<file path="src/rtl/tsc_sequencer.sv">
// Multi-cycle FETCH/DECODE/EXECUTE/WRITEBACK control sequencer for the TSC CPU.
// Owns pc, the instruction register, the retired-instruction counter and the WWD output latch.
module tsc_sequencer #(
    parameter int WORD_W = 16,
    parameter int PC_W   = 8,
    parameter int CNT_W  = 16
) (
    input  logic              clk,
    input  logic              reset_cpu,
    input  logic              cpu_enable,
    input  logic              wwd_enable,
    input  logic [WORD_W-1:0] instr,
    input  logic [WORD_W-1:0] rdat1,
    output logic [PC_W-1:0]   pc,
    output logic [WORD_W-1:0] ir,
    output logic [1:0]        rreg1,
    output logic [1:0]        rreg2,
    output logic [1:0]        wreg,
    output logic              regw,
    output logic              alus,
    output logic              lhi,
    output logic [1:0]        state,
    output logic [CNT_W-1:0]  num_inst,
    output logic [WORD_W-1:0] wwd_data,
    output logic              wwd_valid,
    output logic              illegal
);

    typedef enum logic [1:0] {
        S_FETCH  = 2'd0,
        S_DECODE = 2'd1,
        S_EXEC   = 2'd2,
        S_WB     = 2'd3
    } state_t;

    state_t              state_q, state_d;
    logic [PC_W-1:0]     pc_q, pc_d;
    logic [WORD_W-1:0]   ir_q, ir_d;
    logic [CNT_W-1:0]    num_q, num_d;
    logic [WORD_W-1:0]   wwd_q, wwd_d;
    logic                wwd_valid_q, wwd_valid_d;

    logic [3:0] op;
    logic [5:0] func;
    logic       is_add, is_wwd, is_adi, is_lhi, is_jmp, legal;

    assign op     = ir_q[15:12];
    assign func   = ir_q[5:0];
    assign is_add = (op == 4'd15) && (func == 6'd0);
    assign is_wwd = (op == 4'd15) && (func == 6'd28);
    assign is_adi = (op == 4'd4);
    assign is_lhi = (op == 4'd6);
    assign is_jmp = (op == 4'd9);
    assign legal  = is_add | is_wwd | is_adi | is_lhi | is_jmp;

    // Register selects are pure decode of ir; they are meaningful from DECODE onward.
    assign rreg1 = ir_q[11:10];
    assign rreg2 = ir_q[9:8];
    assign wreg  = is_add ? ir_q[7:6] : ir_q[9:8];

    always_comb begin
        state_d     = state_q;
        pc_d        = pc_q;
        ir_d        = ir_q;
        num_d       = num_q;
        wwd_d       = wwd_q;
        wwd_valid_d = 1'b0;
        regw        = 1'b0;
        alus        = 1'b0;
        lhi         = 1'b0;
        illegal     = 1'b0;
        if (cpu_enable) begin
            unique case (state_q)
                S_FETCH: begin
                    ir_d    = instr;
                    state_d = S_DECODE;
                end
                S_DECODE: state_d = S_EXEC;
                S_EXEC: begin
                    alus    = is_adi;
                    lhi     = is_lhi;
                    pc_d    = is_jmp ? ir_q[PC_W-1:0] : pc_q + PC_W'(1);
                    state_d = S_WB;
                end
                S_WB: begin
                    alus    = is_adi;
                    lhi     = is_lhi;
                    regw    = is_add | is_adi | is_lhi;
                    illegal = ~legal;
                    num_d   = num_q + CNT_W'(1);
                    if (is_wwd && wwd_enable) begin
                        wwd_d       = rdat1;
                        wwd_valid_d = 1'b1;
                    end
                    state_d = S_FETCH;
                end
                default: state_d = S_FETCH;
            endcase
        end
    end

    // wwd_valid is refreshed every cycle so it can only ever be a single-cycle pulse.
    always_ff @(posedge clk or posedge reset_cpu) begin
        if (reset_cpu) begin
            state_q     <= S_FETCH;
            pc_q        <= '0;
            ir_q        <= '0;
            num_q       <= '0;
            wwd_q       <= '0;
            wwd_valid_q <= 1'b0;
        end else begin
            state_q     <= state_d;
            pc_q        <= pc_d;
            ir_q        <= ir_d;
            num_q       <= num_d;
            wwd_q       <= wwd_d;
            wwd_valid_q <= wwd_valid_d;
        end
    end

    assign pc        = pc_q;
    assign ir        = ir_q;
    assign state     = state_q;
    assign num_inst  = num_q;
    assign wwd_data  = wwd_q;
    assign wwd_valid = wwd_valid_q;

endmodule
</file>
<file path="config.mk">
export PLATFORM = sky130hd
export DESIGN_NAME = tsc_sequencer
export DESIGN_NICKNAME = d
export VERILOG_FILES = /design/src/rtl/tsc_sequencer.sv
export SDC_FILE = /design/constraint.sdc
export NUM_CORES = 1
export LEC_CHECK = 0
export ABC_CLOCK_PERIOD_IN_PS = 2200
export CORE_MARGIN = 5
export CORE_UTILIZATION = 35
export DETAILED_ROUTE_END_ITERATION = 16
export GPL_TIMING_DRIVEN = 1
export PLACE_DENSITY = 0.67
export SLEW_MARGIN = 10
export SYNTH_ARGS = -nofsm -noshare
export SYNTH_HDL_FRONTEND = slang
export SYNTH_SLANG_ARGS = --single-unit
</file>
<file path="constraint.sdc">
create_clock -name clk -period 2.2 [get_ports clk]
set_input_delay 0.22 -clock clk [delete_from_list [all_inputs] [get_ports clk]]
set_output_delay 0.22 -clock clk [all_outputs]
set_load 0.005 [all_outputs]
</file>
* After elaboration in Yosys (flattened, before gate mapping)
Index checks and enable logic that the tools add are counted.
** Cells by class
- Add/subtract/negate cells :: 2
- Bitwise logic cells :: 7
- Mux-type cells :: 14
- Reduce and logical (&&, ||, !) cells :: 10
- Eq/ne operators :: 8
** Operator list (count)
- 16-bit by 1-bit adder with 16-bit output (second input constant) :: 1
- 1-bit 2-to-1 mux :: 11
- 8-bit by 1-bit adder with 8-bit output (second input constant) :: 1
- 4-bit by 3-bit equality test with 1-bit output (second input constant) :: 2
- 4-bit equality test (second input constant) :: 2
- 8-bit 2-to-1 mux :: 1
- 2-bit one-hot mux with 4 select lines :: 1
- 6-bit by 5-bit equality test with 1-bit output (second input constant) :: 1
- 6-bit logical NOT :: 1
- 1-bit bitwise OR :: 6
- 2-bit AND reduction :: 3
- 2-bit equality test (second input constant) :: 2
- 1-bit logical AND :: 3
- 3-bit AND reduction :: 1
- 2-bit by 1-bit equality test with 1-bit output (second input constant) :: 1
- 2-bit logical NOT :: 1
- 2-bit 2-to-1 mux :: 1
- 2-bit OR reduction :: 1
- 1-bit inverter :: 1
** Word-level totals
- Bits of input ports :: 36
- Flip-flop bits (word level) :: 59
- Output and inout bits :: 69

* Longest topological paths before layout
- Depth after elaboration :: 9
- Depth in mapped cells :: 7
- Mapped depth without buffers :: 6

* Least setup slack after synthesis
No wires, ideal clock.
- Path kind :: register to register
- Start point :: register ir_q[0] (netlist: ir[0])
- End point :: register wwd_q[0] (netlist: wwd_data[0])
- Library setup time :: 0.127 ns
- Path slack :: 0.540 ns
- Buffers on the path :: 2
- Arrival :: 1.533 ns
- Period minus slack after synthesis :: 1.660 ns
- Cell stages (with the launch flop) :: 6
- Path through :: dfrtp_1 -> nor4_2 -> and3_1 -> buf_4 -> buf_8 -> mux2_1
** Between the ends
- Word-level cells in the longest chain between the ends :: 4
** RTL lines
- start: declaration :: RTL line 38 : logic [WORD_W-1:0] ir_q, ir_d;
- start signal: assignment :: RTL line 114 : ir_q <= ir_d;
- 6-bit by 5-bit equality test with 1-bit output :: RTL line 50 : assign is_wwd = (op == 4'd15) && (func == 6'd28);
- 1-bit logical AND :: RTL line 50
- 1-bit logical AND :: RTL line 91 : if (is_wwd && wwd_enable) begin
- 3-bit AND reduction (no line)
- end signal: assignment :: RTL line 116 : wwd_q <= wwd_d;
- end: declaration :: RTL line 40 : logic [WORD_W-1:0] wwd_q, wwd_d;
No other way between the ends.
A chain may end at the register's enable or synchronous reset.

* Final worst setup path
- Start point :: register state_q[0] (netlist: state[0])
- End point :: output lhi
** Between the ends
- Word-level cells in the longest chain between the ends :: 4
- Elaborated cells between the ends (all ways) :: 5
- Classes of those cells :: eq/ne: 2; mux: 2; reduce/logical: 1
** RTL lines
- start: declaration :: RTL line 36 : state_t state_q, state_d;
- start signal: assignment :: RTL line 112 : state_q <= state_d;
- 2-bit equality test :: RTL line 73 : unique case (state_q)
- 2-bit OR reduction (no line) *
- 1-bit 2-to-1 mux * :: RTL line 73
- 1-bit 2-to-1 mux * :: RTL line 72 : if (cpu_enable) begin
- end: declaration :: RTL line 21 : output logic lhi,
Every way passes the cells marked *; elsewhere a longest branch is shown, timed or not.

==> impl_metrics.csv <==
group,metric,value,unit
synthesis,yosys_register_bits,59,
floorplan,initial_core_util,0.363,
setup_path,cp_slowest_stage_delay,0.50,ns
power,power_frac_comb,0.384,
sta,finalHoldViolCount,0,
synthesis,synth.distinct_cells,35,
detailed_routing,wl,6.29,mm
sta,period_minus_slack,2.06,ns
setup_path,reg2reg_from,"ir[12]",
grt,grt_pass1_wl,10.8,mm
clocking,cts_buffers,9,
clocking,htree_levels,3,
power,p_int,2.93,mW
detailed_routing,drtAntennaViolNets,0,
floorplan,die_w,97.2,um
detailed_routing,first_pass_iters,4,
setup_path,critical_path.cell_chain,"inv_1 -> ha_1 -> o211ai_1 -> nor2_1 -> clkdlybuf4s50_1",
synthesis,avgSynthCellArea,12.0,um^2
final_layout,antenna_cells,0,
floorplan,chipHeight,97.2,um
clocking,tritoncts,"done",
setup_path,cp.arrival,1.84,ns
power,seqPwrFrac,0.398,
final_layout,area_growth,54.1,%
synthesis,yosysMostFrequentCell,"dfrtp_1",
power,p_per_area,1040,nW/um^2
sta,tightest_slew,0.486,ns
hold_path,min_path_type,"primary input to async pin",
sta,max_freq,0.484,GHz
setup_path,worst-path-max-fanout,4,
setup_path,endpoint_kind,"primary output",
detailed_routing,vias,2119,
clocking,path_clk_slew,0.07,ns
clocking,cts.sinks,59,
floorplan,dieArea,9460,um^2
sta,finClkSkew,0.00788,ns
placed_design,dp_hpwl,4.67,mm
power,ir_worst_vdd,602,uV
synthesis,async_flop_share,1.00,
final_layout,drive_gt1_frac,0.185,
synthesis,syn_inst,222,
synthesis,yosysTopAreaCell,"dfrtp_1",
floorplan,io_pins,105,
grt,grt_antenna_before_repair,0,
clocking,cts-root-buf,"clkbuf_8",
power,netSwitchingFraction,0.314,
detailed_routing,detail_route.wl_per_cell,14.1,um
synthesis,syn-num-nets,264,
power,switchingPower,1.34,mW
sta,post-route-period-util,0.938,
power,clkPwrFrac,0.218,
grt,grt_usage,0.141,
placed_design,gp_congestion,0.802,
run,cap_violations,0,
final_layout,post-route-util,0.560,
detailed_routing,via_per_inst,4.76,
detailed_routing,drc,0,
sta,setup_viol_count_final,0,
grt,grt_max_degree,25,
synthesis,synth_top_cell_area_share,0.554,
floorplan,rows,31,
placed_design,port_buffers,104,
synthesis,synth-seq-area-share,0.554,
final_layout,fin_nets,384,
synthesis,synth_warnings,0,
setup_path,slowest_stage,"clkdlybuf4s50_1",
sta,slew_headroom,0.674,
setup_path,worstPathRequired,1.98,ns
grt,gr-total-overflow,0,
sta,rsz0062_at_grt,"no",
synthesis,synth_ff_type,"dfrtp_1",
power,p_total,4.28,mW
detailed_routing,first_iter_violations,34,
grt,grt_pass1_vias,2208,
grt,met1_usage,0.167,
setup_path,startpoint,"state[0]",
sta,drv_slew,0,
floorplan,core,7330,um^2
setup_path,cp-start-kind,"register",
power,p_leak,1.76,nW
synthesis,netlist_top_cells_count,"dfrtp_1 (59), mux2_2 (26), nand2_1 (21), xnor2_1 (14)",
synthesis,synthesis.area,2660,um^2
clocking,clk_path_buf_depth,2,
synthesis,synth_edf_count,0,
clocking,holdBufCountCts,0,
grt,met3_usage,0.0668,
synthesis,synthTopCellsByArea,"dfrtp_1 (55%), mux2_2 (11%), xnor2_1 (4.6%)",
setup_path,crit_type,"register to primary output",
grt,busiest_layer,"met2",
clocking,clock_latency,0.33,ns
run_status,outcome,"complete, no violations",
grt,grt_util_met2,0.222,
==> stage by stage <==
step	instance area (um^2)	std cells	hold WS [ns]	TNS, ns	setup slack [ns]
floorplan	2660	222	0.355	0	0.524
global placement	3850	424	0.461	0	0.172
detailed placement	3850	424	0.478	0	0.221
CTS	4090	445	0.209	-0.0509	-0.0507
global route	4110	445	0.233	0	0.0109
finish	4110	445	0.208	0	0.136
==> worst max-delay path, delay by kind of cell, from the launching register on <==
| kind | cells | cell delay, ns |
|---|---|---|
| AOI/OAI and AO/OA | 1 | 0.15 |
| DFF | 1 | 0.40 |
| buffers and inverters | 2 | 0.63 |
| and+or+nand+nor | 1 | 0.12 |
| adders and majority gates | 1 | 0.22 |
==> what timing repair did <==
item	4_1_cts	5_1_grt
gates resized for setup	6	5
pin swaps	2	3
endpoints found under the setup margin	5	3
cloned	0	0
buffers inserted	6	0
==> sequential cells by signal (all words and copies together) (netlist names) <==
signal,count
ir,16
num_inst,16
wwd_valid,1
wwd_data,16
pc,8
state,2
==> cell usage in the layout, fill, tap and decap left out, drive strengths merged, types with 2 or more instances in the layout <==
cell and count:
clkdlybuf4s50 100, dfrtp 59, mux2 35, nand2 21, buf 16, xnor2 14, nand3 10, a21oi 10
clkbuf 9, nor2 7, o21ai 7, nand4 6, ha 6, inv 6, nor3 6, clkinv 4
and4 3, o22ai 3, dlygate4sd2 3, and2 2, a2bb2oi 2
==> layer usage <==
layer	vias up	part of all wire
li1	1022	-
met1	1008	0.43
met2	79	0.47
met3	10	0.087
met4	0	0.013
met5	-	0
==> cell families (layout without fill, tap and decap cells) <==
| group | after synthesis | after routing | share of synthesized area |
|---|---|---|---|
| buffers and inverters | 17 | 141 | 0.0362 |
| AND/OR/NAND/NOR | 63 | 63 | 0.124 |
| adder cells (fa/ha/maj) | 6 | 6 | 0.0282 |
| flip-flops | 59 | 59 | 0.554 |
| AO/OA/AOI/OAI | 27 | 27 | 0.0601 |
| multiplexers | 35 | 35 | 0.148 |
| XOR/XNOR | 15 | 15 | 0.0493 |
==> worst paths after layout <==
path,end,slack (ns),cells after the start
worst max-delay path,lhi,0.14,5
worst min-delay path,wwd_data[8],0.21,2
worst max register to register,wwd_data[9],0.46,6
worst min register to register,wwd_data[0],0.48,1
max in group asynchronous,num_inst[4],1.41,3
min in group clk,wwd_data[6],0.48,2
==> power by group through the flow <==
stage	Sequential (mW)	Combinational, mW	Clock, mW
floorplan	1.68	0.682	0
global placement	1.70	1.57	0
detailed placement	1.71	1.58	0
CTS	1.69	1.67	0.964
global route	1.76	1.81	1.02
finish	1.70	1.64	0.931
==> area by class of cell <==
| class | instances | area [um^2] |
|---|---|---|
| Clock buffer | 9 | 124 |
| Clock inverter | 6 | 57.6 |
| Fill cell | 629 | 3230 |
| Inverter | 6 | 22.5 |
| Multi-Input combinational cell | 146 | 1110 |
| Sequential cell | 59 | 1480 |
| Tap cell | 99 | 124 |
| Timing Repair Buffer | 120 | 1180 |
(Power assumes the default switching activity.)
